<file path="src/rtl/match_round_controller_pkg.sv">
// Shared encodings for the match/round sequencer: round phases and player result states.
package match_round_controller_pkg;

  localparam int PHASE_W = 3;

  typedef enum logic [PHASE_W-1:0] {
    PH_IDLE      = 3'd0,
    PH_COUNTDOWN = 3'd1,
    PH_FIGHT     = 3'd2,
    PH_CLASH     = 3'd3,
    PH_ROUND_END = 3'd4,
    PH_MATCH_END = 3'd5
  } phase_e;

  // Per-player result encodings consumed by the player state calculators.
  typedef enum logic [1:0] {
    PS_NONE = 2'd0,
    PS_WIN  = 2'd1,
    PS_LOSE = 2'd2
  } player_result_e;

endpackage

</file>
<file path="src/rtl/match_round_controller_frame_tick_sync.sv">
// Brings frame_clk into the sys_clk domain and emits a one-cycle strobe per rising edge.
// The strobe is registered, so it rises on the third sys_clk edge after frame_clk rises.
module match_round_controller_frame_tick_sync (
  input  logic sys_clk,
  input  logic resetn,
  input  logic frame_clk,
  output logic frame_tick
);

  // [0],[1] are the synchronizer pair; [2] holds the previous synchronized level.
  logic [2:0] sync_q;

  always_ff @(posedge sys_clk or negedge resetn) begin
    if (!resetn) begin
      sync_q     <= 3'b000;
      frame_tick <= 1'b0;
    end else begin
      sync_q     <= {sync_q[1:0], frame_clk};
      frame_tick <= sync_q[1] & ~sync_q[2];
    end
  end

endmodule

</file>
<file path="src/rtl/match_round_controller.sv">
// Two-player round/match sequencer: frame strobe, phase FSM, shared frame down-counter, scores.
// Optional round time limit is enabled by defining MATCH_ROUND_TIMER_EN.
module match_round_controller
  import match_round_controller_pkg::*;
#(
  parameter int COUNTDOWN_FRAMES = 180,
  parameter int CLASH_FRAMES     = 30,
  parameter int ROUND_END_FRAMES = 120,
  parameter int ROUND_FRAMES     = 3600,
  parameter int WINS_TO_MATCH    = 2,
  parameter int CNT_W            = 12,
  parameter int SCORE_W          = 2
) (
  input  logic               sys_clk,
  input  logic               resetn,
  input  logic               frame_clk,
  input  logic               start_btn,
  input  logic               p1_hit_raw,
  input  logic               p2_hit_raw,
  output logic               frame_tick,
  output logic               p1_attack_connected,
  output logic               p2_attack_connected,
  output logic               players_frozen,
  output logic [PHASE_W-1:0] round_phase,
  output logic [CNT_W-1:0]   phase_count,
  output logic [SCORE_W-1:0] p1_score,
  output logic [SCORE_W-1:0] p2_score,
  output logic               match_over,
  output logic               match_winner
);

`ifdef MATCH_ROUND_TIMER_EN
  localparam bit TIMER_EN = 1'b1;
`else
  localparam bit TIMER_EN = 1'b0;
`endif

  localparam logic [CNT_W-1:0]   CD_LOAD    = CNT_W'(COUNTDOWN_FRAMES - 1);
  localparam logic [CNT_W-1:0]   CLASH_LOAD = CNT_W'(CLASH_FRAMES - 1);
  localparam logic [CNT_W-1:0]   RE_LOAD    = CNT_W'(ROUND_END_FRAMES - 1);
  localparam logic [CNT_W-1:0]   FIGHT_LOAD = TIMER_EN ? CNT_W'(ROUND_FRAMES - 1) : '0;
  localparam logic [SCORE_W-1:0] WIN_SCORE  = SCORE_W'(WINS_TO_MATCH);

  match_round_controller_frame_tick_sync u_frame_tick_sync (
    .sys_clk    (sys_clk),
    .resetn     (resetn),
    .frame_clk  (frame_clk),
    .frame_tick (frame_tick)
  );

  phase_e             phase_q, phase_d;
  logic [CNT_W-1:0]   cnt_q, cnt_d, cnt_dec;
  logic [SCORE_W-1:0] s1_q, s1_d, s2_q, s2_d;
  logic               f1_q, f1_d, f2_q, f2_d;
  logic               over_q, over_d, winner_q, winner_d;
  logic               pend_q, pend_d;
  logic               cnt_zero;

  assign cnt_dec  = cnt_q - CNT_W'(1);
  assign cnt_zero = (cnt_q == '0);

  always_ff @(posedge sys_clk or negedge resetn) begin
    if (!resetn) begin
      phase_q  <= PH_IDLE;
      cnt_q    <= '0;
      s1_q     <= '0;
      s2_q     <= '0;
      f1_q     <= 1'b0;
      f2_q     <= 1'b0;
      over_q   <= 1'b0;
      winner_q <= 1'b0;
      pend_q   <= 1'b0;
    end else begin
      phase_q  <= phase_d;
      cnt_q    <= cnt_d;
      s1_q     <= s1_d;
      s2_q     <= s2_d;
      f1_q     <= f1_d;
      f2_q     <= f2_d;
      over_q   <= over_d;
      winner_q <= winner_d;
      pend_q   <= pend_d;
    end
  end

  always_comb begin
    phase_d  = phase_q;
    cnt_d    = cnt_q;
    s1_d     = s1_q;
    s2_d     = s2_q;
    f1_d     = f1_q;
    f2_d     = f2_q;
    over_d   = over_q;
    winner_d = winner_q;
    pend_d   = pend_q | start_btn;

    if (frame_tick) begin
      // A press landing on the tick cycle itself is kept for the following tick.
      pend_d = start_btn;
      case (phase_q)
        PH_IDLE, PH_MATCH_END: begin
          if (pend_q) begin
            phase_d = PH_COUNTDOWN;
            cnt_d   = CD_LOAD;
            s1_d    = '0;
            s2_d    = '0;
            over_d  = 1'b0;
          end
        end
        PH_COUNTDOWN: begin
          if (cnt_zero) begin
            phase_d = PH_FIGHT;
            cnt_d   = FIGHT_LOAD;
          end else begin
            cnt_d = cnt_dec;
          end
        end
        PH_FIGHT: begin
          if (p1_hit_raw && p2_hit_raw) begin
            phase_d = PH_CLASH;
            cnt_d   = CLASH_LOAD;
          end else if (p1_hit_raw) begin
            phase_d = PH_ROUND_END;
            cnt_d   = RE_LOAD;
            f1_d    = 1'b1;
            s1_d    = (s1_q >= WIN_SCORE) ? s1_q : s1_q + SCORE_W'(1);
          end else if (p2_hit_raw) begin
            phase_d = PH_ROUND_END;
            cnt_d   = RE_LOAD;
            f2_d    = 1'b1;
            s2_d    = (s2_q >= WIN_SCORE) ? s2_q : s2_q + SCORE_W'(1);
          end else begin
`ifdef MATCH_ROUND_TIMER_EN
            // Time-out is a draw; a hit on the same tick was handled above.
            if (cnt_zero) begin
              phase_d = PH_ROUND_END;
              cnt_d   = RE_LOAD;
            end else begin
              cnt_d = cnt_dec;
            end
`else
            cnt_d = '0;
`endif
          end
        end
        PH_CLASH: begin
          if (cnt_zero) begin
            phase_d = PH_COUNTDOWN;
            cnt_d   = CD_LOAD;
          end else begin
            cnt_d = cnt_dec;
          end
        end
        PH_ROUND_END: begin
          if (cnt_zero) begin
            f1_d = 1'b0;
            f2_d = 1'b0;
            if ((s1_q == WIN_SCORE) || (s2_q == WIN_SCORE)) begin
              phase_d  = PH_MATCH_END;
              cnt_d    = '0;
              over_d   = 1'b1;
              winner_d = (s2_q == WIN_SCORE);
            end else begin
              phase_d = PH_COUNTDOWN;
              cnt_d   = CD_LOAD;
            end
          end else begin
            cnt_d = cnt_dec;
          end
        end
        default: begin
          phase_d = PH_IDLE;
          cnt_d   = '0;
        end
      endcase
    end
  end

  assign round_phase         = phase_q;
  assign phase_count         = cnt_q;
  assign p1_score            = s1_q;
  assign p2_score            = s2_q;
  assign p1_attack_connected = f1_q;
  assign p2_attack_connected = f2_q;
  assign match_over          = over_q;
  assign match_winner        = winner_q;
  assign players_frozen      = (phase_q != PH_FIGHT);

endmodule

</file>
<file path="config.mk">
export PLATFORM = sky130hd
export DESIGN_NAME = match_round_controller
export DESIGN_NICKNAME = d
export VERILOG_FILES = /design/src/rtl/match_round_controller_pkg.sv /design/src/rtl/match_round_controller_frame_tick_sync.sv /design/src/rtl/match_round_controller.sv
export SDC_FILE = /design/constraint.sdc
export NUM_CORES = 1
export LEC_CHECK = 0
export CAP_MARGIN = 20
export CORE_MARGIN = 3
export CORE_UTILIZATION = 52
export CTS_CLUSTER_DIAMETER = 120
export DETAILED_ROUTE_END_ITERATION = 8
export PLACE_DENSITY = 0.83
export SLEW_MARGIN = 10
export SYNTH_ARGS = -nofsm -noshare
export SYNTH_HDL_FRONTEND = slang
export SYNTH_SLANG_ARGS = --single-unit
</file>
<file path="constraint.sdc">
create_clock -name sys_clk -period 2.6 [get_ports sys_clk]
set_clock_uncertainty 0.1 [all_clocks]
set_input_delay 0.78 -clock sys_clk [delete_from_list [all_inputs] [get_ports sys_clk]]
set_output_delay 0.78 -clock sys_clk [all_outputs]
set_load 0.01 [all_outputs]
</file>
### Word-level counts from Yosys, hierarchy flattened

Cells that the tools add are included.
W data, S select, Z words.

| word-level totals | value |
|---|---|
| flip-flop bits (word level) | 28 |
| logic and storage cells | 96 |

| cells by class | value |
|---|---|
| add/sub/neg operators | 3 |
| $lt $le $gt $ge | 2 |
| equality and inequality tests | 20 |
| mux-type cells | 41 |
| bitwise operators | 3 |
| reductions and logical operators | 16 |

Operators with widths:

| kind | number |
|---|---|
| $pmux W12 S5 | 1 |
| $mux W12 | 4 |
| $mux W3 | 8 |
| $ne A2 B2 Y1 const B | 11 |
| $mux W7 | 3 |
| $reduce_and A6 Y1 | 3 |
| $mux W2 | 8 |
| $pmux W3 S5 | 1 |
| $logic_not A12 Y1 | 1 |
| $sub A12 B1 Y12 const B | 1 |
| $mux W1 | 10 |
| $reduce_and A5 Y1 | 2 |
| $mux W8 | 1 |
| $pmux W2 S2 | 2 |
| $reduce_and A7 Y1 | 1 |
| $eq A3 B2 Y1 const B | 2 |
| $eq A3 B3 Y1 const B | 2 |
| $pmux W1 S2 | 3 |
| $reduce_bool A2 Y1 | 3 |
| $add A2 B1 Y2 const B | 2 |
| $eq A2 B2 Y1 const B | 2 |
| $ge A2 B2 Y1 const B | 2 |
| $ne A4 B4 Y1 const B | 1 |
| $reduce_and A4 Y1 | 1 |
| 10 further kinds | 10 |

### Depth between registers and ports, before layout

Gate-level depths: netlist (run 1).

| logic depth | value |
|---|---|
| word-level depth | 6 |
| gate-level depth with buffers | 8 |

### Hierarchy

Synthesis (run 1) repeated with hierarchy kept, for this count alone.

| unflattened totals | value |
|---|---|
| cells, all modules | 179 |
| area total of the unflattened synthesis | 1691.6 µm² |

Modules (own cells, without submodules):

| module | times used | cells each | area an instance (µm²) | sequential area each (µm²) |
|---|---|---|---|---|
| match_round_controller | 1 | 174 | 1577.8 | 600.6 |
| match_round_controller_frame_tick_sync | 1 | 5 | 113.9 | 100.1 |

### Worst setup path after synthesis (run 1)

Ideal clock, no wire load.

| path | value |
|---|---|
| path kind | reg2reg |
| from | register cnt_q[0], in the netlist phase_count[0] |
| to | register phase_q[2], in the netlist round_phase[2] |
| data arrival time | 2.011 ns |
| required time | 2.374 ns |
| setup slack | 0.363 ns |
| stages on the path, launching flop included | 8 |
| buffers on the path | 1 |
| path through | dfrtp_1 > inv_1 > ha_1 > or4b_1 > o32ai_4 > buf_6 > nand2_2 > o32a_1 |

| between the ends | value |
|---|---|
| word-level cells in the longest chain between the ends | 3 |
| elaborated cells on any way between the ends | 5 |
| classes of those cells | eq/ne: 3; reduce/logical: 2 |

RTL lines:

| element | line | text |
|---|---|---|
| from (decl) | match_round_controller.sv:52 | `logic [CNT_W-1:0] cnt_q, cnt_d, cnt_dec;` |
| from (signal assigned) | match_round_controller.sv:75 | `cnt_q <= cnt_d;` |
| $logic_not A12 Y1 * | match_round_controller.sv:60 | `assign cnt_zero = (cnt_q == '0);` |
| $ne A2 B2 Y1 (no line) | - |  |
| $reduce_and A6 Y1 (no line) * | - |  |
| to (signal assigned) | match_round_controller.sv:74 | `phase_q <= phase_d;` |
| to (decl) | match_round_controller.sv:51 | `phase_e phase_q, phase_d;` |

Mark *: on every way between the ends. The rest lies on a longest branch, timed or not.
A chain may end at the register's enable or synchronous reset.

### Worst setup path in the final report (run 1)

| path | value |
|---|---|
| from | register phase_q[2], in the netlist round_phase[2] |
| to | output players_frozen |

| between the ends | value |
|---|---|
| word-level cells in the longest chain between the ends | 1 |

RTL lines:

| element | line | text |
|---|---|---|
| $ne A3 B2 Y1 | match_round_controller.sv:187 | `assign players_frozen = (phase_q != PH_FIGHT);` |
| to (decl) | match_round_controller.sv:23 | `output logic players_frozen,` |

No other way between the ends.

==> results of run 1 <==
==> sequential cells by signal (all words and copies together), names as in the netlist <==
| register | flops |
|---|---|
| round_phase | 3 |
| u_frame_tick_sync.sync_q | 3 |
| p2_attack_connected | 1 |
| match_over | 1 |
| p1_score | 2 |
| p2_score | 2 |
| phase_count | 12 |
| p1_attack_connected | 1 |
| match_winner | 1 |
| pend_q | 1 |
| u_frame_tick_sync.frame_tick | 1 |
==> metrics by stage <==
| step | total power, mW | TNS [ps] | cells | setup WS (ps) | utilization |
|---|---|---|---|---|---|
| detailed placement | 1.72 | -179 | 254 | -61.7 | 0.698 |
| global route | 2.16 | 0 | 261 | 0.542 | 0.725 |
| CTS | 1.94 | 0 | 258 | 1.08 | 0.711 |
| floorplan | 1.34 | 0 | 183 | 363 | - |
| global placement | 1.68 | -2.92 | 254 | -2.87 | 0.698 |
| finish | 2.01 | 0 | 261 | 83.2 | 0.725 |
==> what timing repair did <==
action | 4_1_cts | 5_1_grt
hold endpoints to repair | 0 | 0
setup endpoints to repair | 0 | 4
buffers inserted | 0 | 3
resized for setup | 0 | 5
==> cells in the final DEF (no fill, tap or decap), types with 5 or more instances in the layout <==
master	instances
nor2_1	13
buf_4	13
nor4_1	5
o21ai_0	23
a21oi_1	11
clkdlybuf4s50_1	30
ha_1	6
nand3_1	7
dfrtp_1	26
nor3_1	5
nand2_1	15
inv_1	10
==> cells by family after synthesis <==
| kind of cell | Yosys count |
|---|---|
| mux | 1 |
| simple gates | 68 |
| fa+ha+maj | 6 |
| xor+xnor | 1 |
| flops | 28 |
| compound gates | 58 |
| buf+inv | 21 |
==> final cells by class <==
| class | count | share of cell area |
|---|---|---|
| multi-input cells | 134 | 0.416 |
| clock buffers | 4 | 0.0173 |
| flip-flops and latches | 28 | 0.334 |
| repair buffers | 43 | 0.189 |
| well taps | 42 | 0.0250 |
| inverters | 10 | 0.0178 |
==> power breakdown <==
group | leakage [nW] | internal (mW) | total (mW) | switching, mW
logic | 0.478 | 0.535 | 1.14 | 0.606
clock network | 0.0210 | 0.0856 | 0.215 | 0.130
registers | 0.351 | 0.538 | 0.652 | 0.114
total | 0.850 | 1.16 | 2.01 | 0.849
==> path summary, 6_finish.rpt <==
path                                          endpoint  cells after the start
max in group asynchronous               round_phase[0]                      2
setup / recovery                        players_frozen                      3
hold reg to reg            u_frame_tick_sync.sync_q[2]                      0
setup reg to reg                        phase_count[5]                      8
min in group asynchronous          p2_attack_connected                      2
hold / removal             u_frame_tick_sync.sync_q[2]                      0
==> per-layer routing <==
layer  part of all wire  routed length (µm)
met2               0.48                1900
met4             0.0051                  20
met1               0.46                1800
met3              0.056                 222
met5                  0                   0
==> metrics.md, run 1 <==
| Metric | Value |
|---|---|
| Mux contribution to synthesized area | `0.00604` |
| Crit-path max cell delay | `500 ps` |
| Multi-input gate area | `876 µm²` |
| Top fanout value on the critical path | `5` |
| IO Pins | `31` |
| Setup crit end kind | `output port` |
| Die H | `62.5 µm` |
| Syn_nets | `195` |
| Clock Latency Late Sink | `320 ps` |
| Register area share after synthesis | `0.423` |
| Area growth from synthesis to layout | `26.9%` |
| Post-synthesis async set-or-reset flop share | `1.00` |
| Cell count after synthesis | `183` |
| Post-synth EDFFs | `0` |
| Top cells by count, synth | `dfrtp_1 (28), o21ai_0 (23), nand2_1 (15)` |
| Largest family of logic cells by synthesized area | `compound AO/OA/AOI/OAI gates` |
| GRT met2 Usage | `0.344` |
| Final #Nets | `232` |
| Final setup violation count | `0` |
| CTS tree | `built` |
| Synth area leader | `dfrtp_1` |
| Outcome | `finished, final reports clean` |
| First-pass GRT wire length | `6.93 mm` |
| Worst r2r src | `phase_count[0]` |
| Synth Area in Adders | `0.0453` |
| Vias in the first global route | `1465` |
| Synthesized cell area | `1660 µm²` |
| Hold Path Origin | `u_frame_tick_sync.sync_q[1]` |
| Avg Inst Size Synth | `9.06 µm²` |
| RSZ-0062 raised after global routing | `no` |
| Worst R2R Setup Slack | `200 ps` |
| CTS sink count | `28` |
| Minimum clock period | `2520 ps` |
| Routed Antenna Nets | `0` |
| Final period util | `0.968` |
| Initial antenna violation count | `0` |
| Unique masters post-synth | `45` |
| Startpoint types | `flip-flop` |
| Power per cell area | `955 nW/µm²` |
| Die footprint | `3900 µm²` |
| YS warnings | `0` |
| Starting DRT DRC Count | `135` |
| Synth Area in Compound Gates | `0.234` |
| Crit path DAT | `1640 ps` |
| Tot GR Track Use | `0.215` |
| Clk root buf | `clkbuf_4` |
| Core ar. | `2900 µm²` |
| Critical path origin | `round_phase[2]` |
| Drt drc | `0` |
| Yosys reg bits | `28` |
| Leak | `0.850 nW` |
| Worst IR Drop VDD | `0.684 mV` |
| Overall routed net length | `3.94 mm` |
| Met3 Use GR | `0.0306` |
| Pin count of the biggest net entering global routing | `29` |
| Filler cell count | `228` |
| Grt peak-use layer | `met2` |
| IO buf count | `30` |
| Count leader, synth | `dfrtp_1` |
| Post-Synth Simple-Gate Area | `0.228` |
| Initial Utilization | `0.572` |
| Number of buffers and inverters on the critical path | `2` |
| Vias after detailed routing | `1530` |
| Die width | `62.5 µm` |
| WL/cell | `15.1 µm` |
| Slew @ Worst Pin | `476 ps` |
| Hold Fails Final Rpt | `0` |
| H-tree Lvls | `1` |
| Largest cells by area after synthesis | `dfrtp_1 (42%), o21ai_0 (6.9%), ha_1 (4.5%)` |
| Global-route met1 utilization | `0.305` |
| Slew headroom | `0.682` |
| Crit path max-delay family | `buffers and inverters` |
| Avg Vias per Cell | `5.86` |
| Setup Crit Path Kind | `flip-flop to output port` |
| Design Area, Final | `2100 µm²` |
| CP Data Required Time | `1720 ps` |
| CP cell instances | `nor3b_4 > inv_1 > clkdlybuf4s50_1` |
| Pre-antenna DRT Iters | `4` |
| Max cap viols | `0` |
| Layout cells sized above 1 | `0.128` |
| Most used DFF post-synth | `dfrtp_1` |
| Area post-placement | `2030 µm²` |
| Gpl congestion | `0.904` |
| Total CTS buffers | `3` |
| Total congestion overflow | `0` |
| CTS clk-pin slew, worst paths | `160 ps` |
| Slew Limit Fails | `0` |
| Hold Buf Count CTS | `0` |
| Post-DP HPWL | `2.96 mm` |
| Antenna Cells | `0` |
| HP Class | `flip-flop to flip-flop` |
| Hold WS | `293 ps` |
| Fmax | `0.397 GHz` |
| Seq. cell area | `703 µm²` |
| Num rows | `19` |
| Yosys top cell area share | `0.423` |
| Critical-path top delay cell | `clkdlybuf4s50_1` |
| Clock Path Buffers | `2` |
| Xor/xnor share of the synthesized area | `0.00528` |
Power figures use the tool's default switching activity.
==> run 2: changes to the inputs <==
--- a/config.mk
+++ b/config.mk
@@ -7,11 +7,13 @@
 export LEC_CHECK = 0
 export CAP_MARGIN = 20
 export CORE_MARGIN = 3
-export CORE_UTILIZATION = 52
+export CORE_UTILIZATION = 45
 export CTS_CLUSTER_DIAMETER = 120
 export DETAILED_ROUTE_END_ITERATION = 8
-export PLACE_DENSITY = 0.83
+export PLACE_DENSITY = 0.73
+export RECOVER_POWER = 25
 export SLEW_MARGIN = 10
 export SYNTH_ARGS = -nofsm -noshare
 export SYNTH_HDL_FRONTEND = slang
 export SYNTH_SLANG_ARGS = --single-unit
+export TNS_END_PERCENT = 10
==> metrics.md, run 2 (synthesized netlist as in run 1, its figures left out) <==
| Metric | Value |
|---|---|
| CTS sink count | `28 (unchanged)` |
| Non-Filler Instances | `260 (-0.38%)` |
| IO buf count | `30 (unchanged)` |
| Critical path origin | `round_phase[0]` |
| Net Sw Frac | `0.407 (-0.0158)` |
| Core ar. | `3440 µm² (+19%)` |
| Total CTS buffers | `3 (unchanged)` |
| CP Data Required Time | `1720 ps (about the same)` |
| HP Class | `flip-flop to flip-flop` |
| Placed insts | `256 (+0.79%)` |
| Area post-placement | `2020 µm² (-0.49%)` |
| Die footprint | `4450 µm² (+14%)` |
| CTS clk-pin slew, worst paths | `100 ps (-60 ps)` |
| Clk network pwr share | `0.168 (+0.061)` |
| Internal | `1.21 mW (+4.8%)` |
| WL/cell | `15.5 µm (+2.3%)` |
| Slew headroom | `0.542 (-0.140)` |
| Leak | `0.832 nW (-2.1%)` |
| Reg-to-Reg End | `phase_count[5]` |
| Outcome | `finished, final reports clean` |
| Filler cell count | `298 (+31%)` |
| Vias after detailed routing | `1531 (+0.065%)` |
| Total congestion overflow | `0 (unchanged)` |
| Final Power | `2.05 mW (+2.0%)` |
| Overall routed net length | `4.02 mm (+1.9%)` |
| Worst r2r src | `phase_count[0]` |
| Hold Fails Final Rpt | `0 (unchanged)` |
| Pin count of the biggest net entering global routing | `29 (unchanged)` |
| Top fanout value on the critical path | `9 (+4)` |
| Max cap viols | `0 (unchanged)` |
| Num rows | `21 (+2)` |
| Worst R2R Setup Slack | `140 ps (-60 ps)` |
| Setup crit end kind | `output port` |
| H-tree Lvls | `1 (unchanged)` |
| Die H | `66.7 µm (+6.8%)` |
| Layout cells sized above 1 | `0.0981 (-0.0297)` |
| Clock Path Buffers | `2 (unchanged)` |
| First-pass GRT wire length | `6.98 mm (+0.59%)` |
| Startpoint types | `flip-flop` |
| Final #Nets | `227 (-2.2%)` |
| Hold Path Origin | `u_frame_tick_sync.sync_q[0]` |
| Seq pwr share | `0.334 (+0.009)` |
| Worst reg-to-reg path cell count | `7 (-1)` |
| Area growth from synthesis to layout | `25.9%` |
| Initial Utilization | `0.482 (-0.0900)` |
| Sw Pwr | `0.833 mW (-1.9%)` |
| Setup TNS | `0 ps (unchanged)` |
| Power per cell area | `981 nW/µm² (+2.8%)` |
| Initial antenna violation count | `0 (unchanged)` |
| Largest register FFs | `12 (unchanged)` |
| Drt drc | `0 (unchanged)` |
| Antenna Cells | `0 (unchanged)` |
| Final period util | `0.957 (-0.0105)` |
| Avg Vias per Cell | `5.89 (+0.45%)` |
| Routed Antenna Nets | `0 (unchanged)` |
| Tot GR Track Use | `0.204 (-0.0107)` |
| Worst IR Drop VDD | `0.562 mV (-18%)` |
| Die width | `66.7 µm (+6.8%)` |
| Crit path DAT | `1610 ps (-30 ps)` |
| Pre-antenna DRT Iters | `4 (unchanged)` |
| Minimum clock period | `2490 ps (-27.4 ps)` |
| Post-DP HPWL | `3.02 mm (+2.0%)` |
| RSZ-0062 raised after global routing | `no` |
| IO Pins | `31 (unchanged)` |
| Gpl congestion | `0.862 (-4.6%)` |
| Fmax | `0.402 GHz (+1.1%)` |
| Setup Crit Path Kind | `flip-flop to output port` |
| Slew @ Worst Pin | `687 ps (+211 ps)` |
| Final setup violation count | `0 (unchanged)` |
| Most common cell after layout, fill and taps aside | `clkdlybuf4s50_1` |
| Gate power share | `0.498 (-0.070)` |
| CTS tree | `built` |
| Clk root buf | `clkbuf_8` |
| Critical Path Sink | `players_frozen` |
| Vias in the first global route | `1484 (+1.3%)` |
| Clock Latency Late Sink | `270 ps (-50 ps)` |
| Hold WS | `275 ps (-18.3 ps)` |
| WHS Path Cells | `0 (unchanged)` |
| Slew Limit Fails | `0 (unchanged)` |
| Commonest non-fill, non-tap cells in the layout | `clkdlybuf4s50_1 (27), dfrtp_1 (26), o21ai_0 (23)` |
| Starting DRT DRC Count | `111 (-18%)` |
| Design Area, Final | `2090 µm² (-0.77%)` |
-- run 2: cell types whose count changed in the layout (fill, tap and decap cells not counted), moves of 2 or more --
cell	change
clkdlybuf4s50_1	-3
clkbuf_8	+2
buf_4	-6
dlygate4sd3_1	+3
clkbuf_4	-3
-- run 2: stage by stage --
step                setup WS (ps)   util
floorplan                     363      -
global placement            -8.79  0.586
detailed placement          -63.5  0.586
CTS                          64.2  0.606
global route                 5.72  0.606
finish                        111  0.606
-- run 2: area by class of cell --
type | count | area [µm²] | area share
Multi-Input combinational cell | 134 | 860 | 0.412
Sequential cell | 28 | 703 | 0.337
Timing Repair Buffer | 38 | 358 | 0.171
Tap cell | 46 | 57.6 | 0.0276
Clock buffer | 3 | 41.3 | 0.0198
Inverter | 10 | 37.5 | 0.0180
Clock inverter | 1 | 30.0 | 0.0144
-- run 2: power by group through the flow --
stage	clock (mW)	sequential, mW	combinational, mW
2_1_floorplan	0	0.679	0.660
3_3_place_gp	0	0.672	0.993
3_5_place_dp	0	0.685	1.01
4_1_cts	0.349	0.679	1.02
5_1_grt	0.371	0.707	1.14
6_report	0.343	0.685	1.02
-- run 2: layer usage --
metal | up-vias | part of all wire | global-route usage | wire (µm)
met5 | - | 0 | 0 | 0
met4 | 0 | 0.018 | 0.0635 | 74
met3 | 8 | 0.057 | 0.0438 | 228
met2 | 56 | 0.49 | 0.335 | 1960
met1 | 734 | 0.44 | 0.267 | 1750
li1 | 733 | - | - | -
-- run 2: worst min-delay path by stage --
stage                                             end  slack (ps)
after floorplan           u_frame_tick_sync.sync_q[1]         230
after global placement    u_frame_tick_sync.sync_q[1]         240
after detailed placement  u_frame_tick_sync.sync_q[1]         250
after CTS                 u_frame_tick_sync.sync_q[1]         280
after global routing      u_frame_tick_sync.sync_q[2]         290
final                     u_frame_tick_sync.sync_q[1]         270
-- run 2: timing repair --
item	in CTS	in global routing
gates resized for setup	0	2
setup buffers	0	0
hold buffers	0	0
endpoints found under the setup margin	0	1
-- run 2: critical path: stages, from the launching register on --
cell	delay, ps
dfrtp_2	480
nor3b_2	250
inv_1	110
clkdlybuf4s50_1	500
